**src/rtl/pipe_ctrl.sv**
```systemverilog
// pipe_ctrl: stall/flush sequencer for the F-D-E-M-W pipeline.
// It resolves load-use hazards against E and redirects on a jump retiring
// from M. It freezes the front of the pipe while M waits on data memory,
// aborting after MEM_TIMEOUT cycles in MEM_WAIT. A debug port can halt the
// pipe and single-step it. A saturating counter records front-end stalls.
module pipe_ctrl #(
  parameter int unsigned MEM_TIMEOUT = 16,  // MEM_WAIT cycles before abort, >= 2
  parameter int unsigned CNT_W       = 32
) (
  input  logic             clk,
  input  logic             rst,
  input  logic [4:0]       d_rs1_ind,
  input  logic [4:0]       d_rs2_ind,
  input  logic             d_rs1_use,
  input  logic             d_rs2_use,
  input  logic [4:0]       e_rd_ind,
  input  logic             e_mem_read,
  input  logic             m_jmp_take,
  input  logic             m_req,
  input  logic             m_ack,
  input  logic             dbg_halt_req,
  input  logic             dbg_step,
  output logic             f_en,
  output logic             d_en,
  output logic             e_en,
  output logic             m_en,
  output logic             w_en,
  output logic             d_flush,
  output logic             e_flush,
  output logic             m_flush,
  output logic             w_flush,
  output logic             pc_load,
  output logic             dbg_halted,
  output logic             mem_abort,
  output logic [CNT_W-1:0] stall_cnt
);

  localparam int unsigned TMR_W = (MEM_TIMEOUT > 2) ? $clog2(MEM_TIMEOUT) : 1;
  localparam logic [TMR_W-1:0] TMR_LAST = TMR_W'(MEM_TIMEOUT - 1);

  typedef enum logic [1:0] {
    S_RUN      = 2'd0,
    S_MEM_WAIT = 2'd1,
    S_HALT     = 2'd2
  } state_e;

  // What the pipe does this cycle; the enable/flush pattern follows from it.
  typedef enum logic [2:0] {
    A_ADVANCE,   // redirect, load-use bubble, or plain advance
    A_MEM_HOLD,  // freeze F..M, drain W with a bubble
    A_FREEZE,    // everything held, no bubbles (halt)
    A_ABORT,     // drop the faulting access, resume
    A_RESET      // all stages cleared
  } action_e;

  state_e           state_q, state_d;
  logic [TMR_W-1:0] timer_q, timer_d;
  logic [CNT_W-1:0] stall_cnt_q;
  logic             mem_abort_q;
  action_e          act;

  logic mem_stall;
  logic mem_done;
  logic load_use;

  assign mem_stall = m_req & ~m_ack;
  assign mem_done  = m_req & m_ack;   // an ack with no request is ignored
  assign load_use  = e_mem_read && (e_rd_ind != 5'd0) &&
                     ((d_rs1_use && (d_rs1_ind == e_rd_ind)) ||
                      (d_rs2_use && (d_rs2_ind == e_rd_ind)));

  // Select this cycle's action and the next state/timer.
  always_comb begin
    // NOTE: every signal assigned here gets a default first so no path leaves it unassigned and infers a latch.
    state_d = state_q;
    timer_d = timer_q;
    act     = A_ADVANCE;
    unique case (state_q)
      S_RUN: begin
        if (mem_stall) begin
          act     = A_MEM_HOLD;
          state_d = S_MEM_WAIT;
          timer_d = '0;
        end else if (m_jmp_take || load_use) begin
          act = A_ADVANCE;
        end else if (dbg_halt_req) begin
          act     = A_FREEZE;
          state_d = S_HALT;
        end
      end
      S_MEM_WAIT: begin
        if (mem_done) begin
          act     = A_ADVANCE;
          state_d = S_RUN;
        end else if (timer_q == TMR_LAST) begin
          act     = A_ABORT;
          state_d = S_RUN;
          timer_d = '0;
        end else begin
          act     = A_MEM_HOLD;
          timer_d = timer_q + TMR_W'(1);
        end
      end
      S_HALT: begin
        if (dbg_step) begin
          if (mem_stall) begin
            act     = A_MEM_HOLD;
            state_d = S_MEM_WAIT;
            timer_d = '0;
          end else begin
            act = A_ADVANCE;
          end
        end else begin
          act = A_FREEZE;
          if (!dbg_halt_req) state_d = S_RUN;
        end
      end
      default: begin
        state_d = S_RUN;
        timer_d = '0;
      end
    endcase
    if (rst) begin
      act     = A_RESET;
      state_d = S_RUN;
      timer_d = '0;
    end
  end

  // Decode the action into stage enables, bubbles and the PC redirect.
  always_comb begin
    {f_en, d_en, e_en, m_en, w_en}     = 5'b11111;
    {d_flush, e_flush, m_flush, w_flush} = 4'b0000;
    pc_load = 1'b0;
    unique case (act)
      A_ADVANCE: begin
        if (m_jmp_take) begin
          pc_load = 1'b1;
          {d_flush, e_flush, m_flush} = 3'b111;
        end else if (load_use) begin
          {f_en, d_en} = 2'b00;
          e_flush      = 1'b1;
        end
      end
      A_MEM_HOLD: begin
        {f_en, d_en, e_en, m_en} = 4'b0000;
        w_flush = 1'b1;
      end
      A_FREEZE: begin
        {f_en, d_en, e_en, m_en, w_en} = 5'b00000;
      end
      A_ABORT: begin
        w_flush = 1'b1;
      end
      A_RESET: begin
        {f_en, d_en, e_en, m_en, w_en}     = 5'b00000;
        {d_flush, e_flush, m_flush, w_flush} = 4'b1111;
      end
      default: ;
    endcase
  end

  // State, timeout timer, abort pulse and stall counter.
  always_ff @(posedge clk) begin
    // NOTE: sequential state uses non-blocking assignments so every register samples pre-edge values.
    if (rst) begin
      state_q     <= S_RUN;
      timer_q     <= '0;
      mem_abort_q <= 1'b0;
      stall_cnt_q <= '0;
    end else begin
      state_q <= state_d;
      timer_q <= timer_d;
      // Armed one cycle early so the pulse lines up with the abort cycle.
      mem_abort_q <= (state_d == S_MEM_WAIT) && (timer_d == TMR_LAST);
      if (!f_en && (state_q != S_HALT) && !(&stall_cnt_q))
        stall_cnt_q <= stall_cnt_q + CNT_W'(1);
    end
  end

  // A late ack still completes the access, so it suppresses the armed pulse.
  assign mem_abort  = mem_abort_q & ~mem_done & ~rst;
  assign dbg_halted = (state_q == S_HALT) & ~rst;
  assign stall_cnt  = stall_cnt_q;

endmodule

```
**config.mk**
```make
export PLATFORM = sky130hd
export DESIGN_NAME = pipe_ctrl
export DESIGN_NICKNAME = d
export VERILOG_FILES = /design/src/rtl/pipe_ctrl.sv
export SDC_FILE = /design/constraint.sdc
export NUM_CORES = 1
export LEC_CHECK = 0
export ABC_AREA = 1
export CELL_PAD_IN_SITES_DETAIL_PLACEMENT = 0
export CELL_PAD_IN_SITES_GLOBAL_PLACEMENT = 2
export CORE_ASPECT_RATIO = 0.8
export CORE_MARGIN = 3
export CORE_UTILIZATION = 30
export CTS_BUF_LIST = sky130_fd_sc_hd__clkbuf_4
export DETAILED_ROUTE_END_ITERATION = 7
export PLACE_DENSITY = 0.93
export SYNTH_ARGS = -nofsm -noshare
export SYNTH_HDL_FRONTEND = slang
export SYNTH_SLANG_ARGS = --single-unit
```
**constraint.sdc**
```tcl
create_clock -name clk -period 4 [get_ports clk]
set_clock_uncertainty 0.2 [all_clocks]
set_input_delay 0.8 -clock clk [delete_from_list [all_inputs] [get_ports clk]]
set_output_delay 0.8 -clock clk [all_outputs]
set_load 0.01 [all_outputs]
```
==> run_results.csv, run 1 <==
group,metric,value,unit
drt,routed-wl-met3,371,um
cts,htreeDepth,2,
cells_and_area,nNetsFinal,534,
worst_setup_path,worstSetupPathType,"in2out",
cells_and_area,syn_to_final_growth,29.7,%
drt,dr.pass1.iters,6,
synthesis,ys_seq_elements,39,
cts,cts_root_buf,"clkbuf_4",
synthesis,yosysTopAreaCellShare,26.6,%
global_route,grt_pass1_vias,2748,
synthesis,synth-edff-count,0,
synthesis,synthTopCellsByArea,"dfxtp_1 27%, nand2_1 15%, xor2_1 7.2%",
drt,routed_via_density,4.77,
cts,clock_latency,0.36,ns
synthesis,yosysUniqueCellTypes,41,
global_route,grt_max_degree,33,
power,p_leak,1.47,nW
cts,clock-sinks,39,
drt,route.met2.wl,3.16,mm
synthesis,ys_seq_area_share,26.6,%
synthesis,synth_most_common_cell,"nand2_1",
sta,period_share,96.2,%
cts,clk_pin_slew,0.13,ns
drt,ant_nets,0,
sta,fmax,260,MHz
cts,tritoncts,"yes",
cts,hold_buffers,0,
global_route,antenna_found_initial,0,
sta,timing.final.crit_period,3.85,ns
worst_setup_path,crit_required,3.00,ns
cts,cts_buffer_depth,2,
drt,routed_wl,8.19,mm
synthesis,syn_area,0.00293,mm2
drt,wire_per_inst,13.1,um
worst_setup_path,crit_path_end_kind,"primary output",
die,initial_core_util,31.6,%
sta,maxSlewViolCount,0,
global_route,overflow,0,
power,peakVddDrop,0.106,mV
global_route,grt_use_total,15.2,%
die,die_w,117,um
power,p_per_area,228,mW/mm2
sta,finalSetupViolations,0,
placed_design,pre_cts_ws,0.0271,ns
drt,drt_iter0_drc,166,
die,rows,31,
synthesis,synth_top_area_cell,"dfxtp_1",
drt,wl_met1,4.54,mm
placed_design,portBuffers,68,
synthesis,synth_nets,467,
die,core_area,0.00927,mm2
die,die_area,0.0110,mm2
cts,cts_buffers,5,
sta,hold_viol,0,
worst_setup_path,worstSetupStartpointType,"input port",
sta,rsz0062_at_grt,"false",
sta,max_slew_margin,69.0,%
synthesis,yosys_warnings,0,
global_route,grt_first_pass_wirelength,13.4,mm
worst_setup_path,worstPathArrival,2.85,ns
synthesis,syn_area_per_cell,6.67,um2
drt,vias,2975,
drt,drcViolationCount,0,
sta,layout_setup_ws,0.153,ns
worst_setup_path,cp_max_fo,4,
sta,tightestPinTransition,0.462,ns
drt,top_layer_used,"met4",
synthesis,yosys_most_used_dff,"dfxtp_1",
outcome,outcome,"finished, final reports clean",
synthesis,syn_inst,440,
synthesis,netlist_top_cells_count,"120 x nand2_1, 43 x nor2_1, 40 x inv_1",
placed_design,gp_congestion,0.864,
cells_and_area,drive_gt1_share,14.0,%
synthesis,synthArstFlopShare,0,%
die,io_pins,69,
sta,setup_tns,0,ns
placed_design,dp_hpwl,6.48,mm
die,die_height,94.4,um
flow_run,maxCapViolCount,0,
worst_hold_path,hold_path_class,"reg2reg",
==> layout make-up <==
cell class              count  area, um2
clock buffers               5       37.5
flip-flops and latches     39        781
repair buffers             76        751
multi-input cells         333       1850
diodes                      1       2.50
clock inverters             3       38.8
well taps                 115        144
fillers                   997       5470
inverters                  52        195
==> kinds of logic (layout without fill, tap and decap cells) <==
family,count (synthesis),count (layout),synth area share [%]
AO/OA/AOI/OAI,53,53,11.7
XOR/XNOR,29,29,8.66
adder cells (fa/ha/maj),2,2,0.853
buffers and inverters,68,136,10.3
flip-flops,39,39,26.6
other,0,1,0
AND/OR/NAND/NOR,249,249,41.8
==> critical path, stage by stage <==
cell and delay (ns):
clkdlybuf4s50_1 0.55, inv_2 0.05, nand2_1 0.06, nand2_1 0.05, nor2_1 0.09, nand3_1 0.06, nand2_1 0.09, nand2_1 0.08
nand3_2 0.08, buf_4 0.12, nand4_2 0.13, nand2_4 0.14, clkdlybuf4s50_1 0.54
==> placed cells by master (no fill, tap or decap), types with 5 or more instances in the layout <==
cell and count:
clkbuf_4 5, nor4_1 6, o21ai_0 5, clkdlybuf4s50_1 64
nand4_1 8, nand3_2 12, nor3_1 17, xnor2_1 5
a21oi_1 27, nand3_1 25, nand2_1 120, nor2_1 43
dfxtp_1 39, inv_2 12, xor2_1 24, inv_1 40
buf_4 8, a21oi_2 11
==> flip-flops by register name, indices dropped and copies added, names as in the netlist <==
register and count:
stall_cnt 32, timer_q 4, state_q 2, mem_abort_q 1
==> where the power goes <==
part	total, mW	switching (mW)	internal [mW]
Clock	0.271	0.142	0.129
Combinational	0.192	0.111	0.0813
Sequential	0.403	0.00848	0.394
Total	0.866	0.262	0.604
==> metrics by stage <==
stage / total power, mW / instance area [um2] / hold WS, ns / std cells / utilization, %
5_1_grt: 0.913 / 3800 / 0.358 / 623 / 41.0
6_report: 0.866 / 3800 / 0.314 / 624 / 41.0
3_5_place_dp: 0.606 / 3710 / 0.301 / 615 / 40.0
4_1_cts: 0.877 / 3790 / 0.321 / 623 / 40.8
3_3_place_gp: 0.605 / 3710 / 0.295 / 615 / 40.0
2_1_floorplan: 0.534 / 2930 / 0.271 / 440 / -
==> repair_timing <==
| item | 4_1_cts | 5_1_grt |
|---|---|---|
| endpoints found under the setup margin | 0 | 4 |
| gates resized for setup | 0 | 7 |
| setup buffers | 0 | 0 |
==> path summary, 6_finish.rpt <==
kind	cells past startpoint	from	slack [ns]	end
hold reg to reg	2	stall_cnt[5]$_SDFFE_PP0P_	0.31	stall_cnt[5]$_SDFFE_PP0P_
setup / recovery	13	e_rd_ind[4]	0.15	d_en
setup reg to reg	12	stall_cnt[0]$_SDFFE_PP0P_	1.29	stall_cnt[1]$_SDFFE_PP0P_
hold / removal	2	stall_cnt[5]$_SDFFE_PP0P_	0.31	stall_cnt[5]$_SDFFE_PP0P_
==> per-layer routing <==
| metal | up-vias | GRT usage [%] |
|---|---|---|
| met3 | 9 | 2.95 |
| met1 | 1322 | 23.5 |
| li1 | 1567 | - |
| met4 | 0 | 4.20 |
| met5 | - | 0 |
| met2 | 77 | 21.0 |
Power figures use the tool's default switching activity.
==> inputs of run 2 (changes only) <==
Settings changed: ABC_AREA 1 to default, CORE_UTILIZATION 30 to 29, PLACE_DENSITY 0.93 to default, PLACE_DENSITY_LB_ADDON from default to 0.1.
==> run_results.csv, run 2 <==
group,metric,value,unit
outcome,outcome,"finished, final reports clean",
synthesis,synth-simple-area-share,34.4,%
power,peakVddDrop,0.117,mV
synthesis,syn_area,0.00224,mm2
synthesis,ys_seq_elements,39,
sta,maxSlewViolCount,0,
synthesis,yosysUniqueCellTypes,48,
cts,clk_pin_slew,0.11,ns
sta,fmax,257,MHz
worst_setup_path,reg2reg_depth,10,
synthesis,synth_nets,302,
synthesis,syn_inst,275,
synthesis,synthTopCellsByArea,"dfxtp_1 35%, xnor2_1 6.3%, a21oi_1 5.1%",
die,die_area,0.00882,mm2
cells_and_area,final_common_cell,"clkdlybuf4s50_1",
drt,routed_wl,6.00,mm
drt,drcViolationCount,0,
synthesis,synth_top_family_by_area,"simple AND/OR/NAND/NOR gates",
worst_setup_path,reg2reg_slack,1.06,ns
sta,tightestPinTransition,0.573,ns
sta,max_slew_margin,61.5,%
global_route,antenna_found_initial,0,
die,core_area,0.00746,mm2
drt,wire_per_inst,13.2,um
sta,timing.final.crit_period,3.89,ns
worst_setup_path,crit_path_end_kind,"primary output",
cts,cts_buffer_depth,2,
synthesis,yosys_warnings,0,
worst_setup_path,r2r-start,"timer_q[0]$_SDFF_PP0_",
drt,ant_nets,0,
power,p_leak,1.09,nW
cells_and_area,fin_util,41.8,%
worst_setup_path,worstSetupPathType,"in2out",
worst_hold_path,hold_path_class,"reg2reg",
die,die_w,104,um
drt,drt_iter0_drc,61,
placed_design,dp_hpwl,4.59,mm
synthesis,ys_seq_area_share,34.9,%
cells_and_area,antenna_cells,0,
global_route,grt_pass1_vias,2033,
cells_and_area,largest_register_ffs,32,
cells_and_area,syn_to_final_growth,39.3,%
worst_hold_path,hp-start,"stall_cnt[27]$_SDFFE_PP0P_",
sta,hold_viol,0,
placed_design,gp_congestion,0.766,
synthesis,synth-edff-count,0,
placed_design,pre_cts_ws,-0.201,ns
synthesis,synthAdderAreaFrac,1.12,%
sta,finalSetupViolations,0,
synthesis,synth_most_common_cell,"dfxtp_1",
cells_and_area,drive_gt1_share,9.17,%
cells_and_area,fillCellCount,777,
worst_hold_path,holdPathStages,2,
placed_design,portBuffers,68,
worst_setup_path,cp_max_fo,3,
synthesis,yosys_most_used_dff,"dfxtp_1",
die,io_pins,69,
die,die_height,84.6,um
cells_and_area,mostFrequentLayoutCells,"63 x clkdlybuf4s50_1, 39 x dfxtp_1, 27 x nor2_1",
worst_setup_path,worstSetupStartpointType,"input port",
sta,period_share,97.3,%
drt,vias,2145,
global_route,overflow,0,
global_route,grt_use_total,13.5,%
cts,cts_buffers,5,
worst_hold_path,hold_path_end,"stall_cnt[27]$_SDFFE_PP0P_",
synthesis,synth_xor_area_share,10.9,%
cts,tritoncts,"yes",
sta,rsz0062_at_grt,"false",
cts,htreeDepth,2,
synthesis,synth_compound_area_share,14.4,%
synthesis,synthArstFlopShare,0,%
worst_setup_path,r2r-end,"stall_cnt[18]$_SDFFE_PP0P_",
drt,dr.pass1.iters,4,
sta,layout_setup_ws,0.107,ns
cells_and_area,nNetsFinal,375,
global_route,grt_max_degree,25,
worst_setup_path,crit_required,3.00,ns
global_route,grt_first_pass_wirelength,9.82,mm
drt,routed_via_density,4.72,
synthesis,synth_top_area_cell,"dfxtp_1",
cts,clock-sinks,39,
flow_run,maxCapViolCount,0,
synthesis,syn_area_per_cell,8.14,um2
cts,cts_root_buf,"clkbuf_4",
synthesis,yosysTopAreaCellShare,34.9,%
synthesis,netlist_top_cells_count,"39 x dfxtp_1, 27 x nor2_1, 23 x a21oi_1",
die,rows,28,
synthesis,synthMuxAreaShare,0,%
power,p_per_area,240,mW/mm2
die,initial_core_util,30.0,%
worst_setup_path,worstPathArrival,2.89,ns
cts,clock_latency,0.34,ns
## run 2: cell types whose count changed after synthesis, moves of 11 or more
cell and change:
nand2_1 -103, inv_1 -37, nor2_1 -16, nor3_1 -14, or3_1 +14, inv_2 -12
nand3_2 -12, xor2_1 -12, a21oi_2 -11, xnor2_1 +11
## run 2: metrics by stage
step	setup TNS (ns)	area (um2)	std cells	power, mW	hold WS (ns)
2_1_floorplan	0	2240	275	0.487	0.310
3_3_place_gp	-0.723	3060	446	0.564	0.291
3_5_place_dp	-0.767	3060	446	0.562	0.295
4_1_cts	0	3120	454	0.765	0.317
5_1_grt	0	3120	454	0.794	0.343
6_report	0	3120	454	0.749	0.311
## run 2: critical path, stage by stage
cell and delay [ns]:
clkdlybuf4s50_1 0.46, or4_1 0.55, o21a_1 0.19, and2_1 0.15
nor3b_2 0.17, or2_2 0.15, buf_4 0.10, nor2b_1 0.04
dlygate4sd2_1 0.27
## run 2: power breakdown
part	switching (mW)	internal (mW)
Sequential	0.00969	0.394
Clock	0.134	0.0647
Combinational	0.0700	0.0769
Total	0.214	0.536
## run 2: layout make-up
cell class	instances	area [um2]	share of cell area, %
Clock buffer	5	37.5	1.20
Clock inverter	3	15.0	0.481
Inverter	3	11.3	0.361
Multi-Input combinational cell	219	1380	44.2
Sequential cell	39	781	25.0
Tap cell	105	131	4.21
Timing Repair Buffer	80	764	24.5
## run 2: metal layers
metal  part of all wire [%]  global-route usage, %  wire length [um]  vias to the layer above
met5                      0                      0                 0                        -
met4                   0.40                   2.17                24                        0
met3                    4.1                   3.38               246                        2
met2                     39                   18.8              2330                       39
met1                     57                   20.9              3400                      985
li1                       -                      -                 -                     1119
## run 2: how the worst max path moves through the flow
stage | from | endpoint | slack (ns)
finish | e_rd_ind[1] | w_en | 0.11
global route | e_rd_ind[1] | w_en | 0.0004
CTS | e_rd_ind[1] | w_en | 0.09
detailed placement | e_rd_ind[0] | m_en | -0.20
global placement | e_rd_ind[0] | e_en | -0.18
floorplan | e_rd_ind[1] | f_en | 0.55
## run 2: cell families after synthesis
group / count (synthesis)
simple gates: 135
compound gates: 54
flops: 39
xor+xnor: 28
buf+inv: 17
fa+ha+maj: 2
## run 2: what timing repair did
item                       CTS  global route
setup endpoints to repair    5             1
setup buffers                0             0
hold endpoints to repair     0             0
pin swaps                    0             2
resized for setup            8             0
hold buffers                 0             0
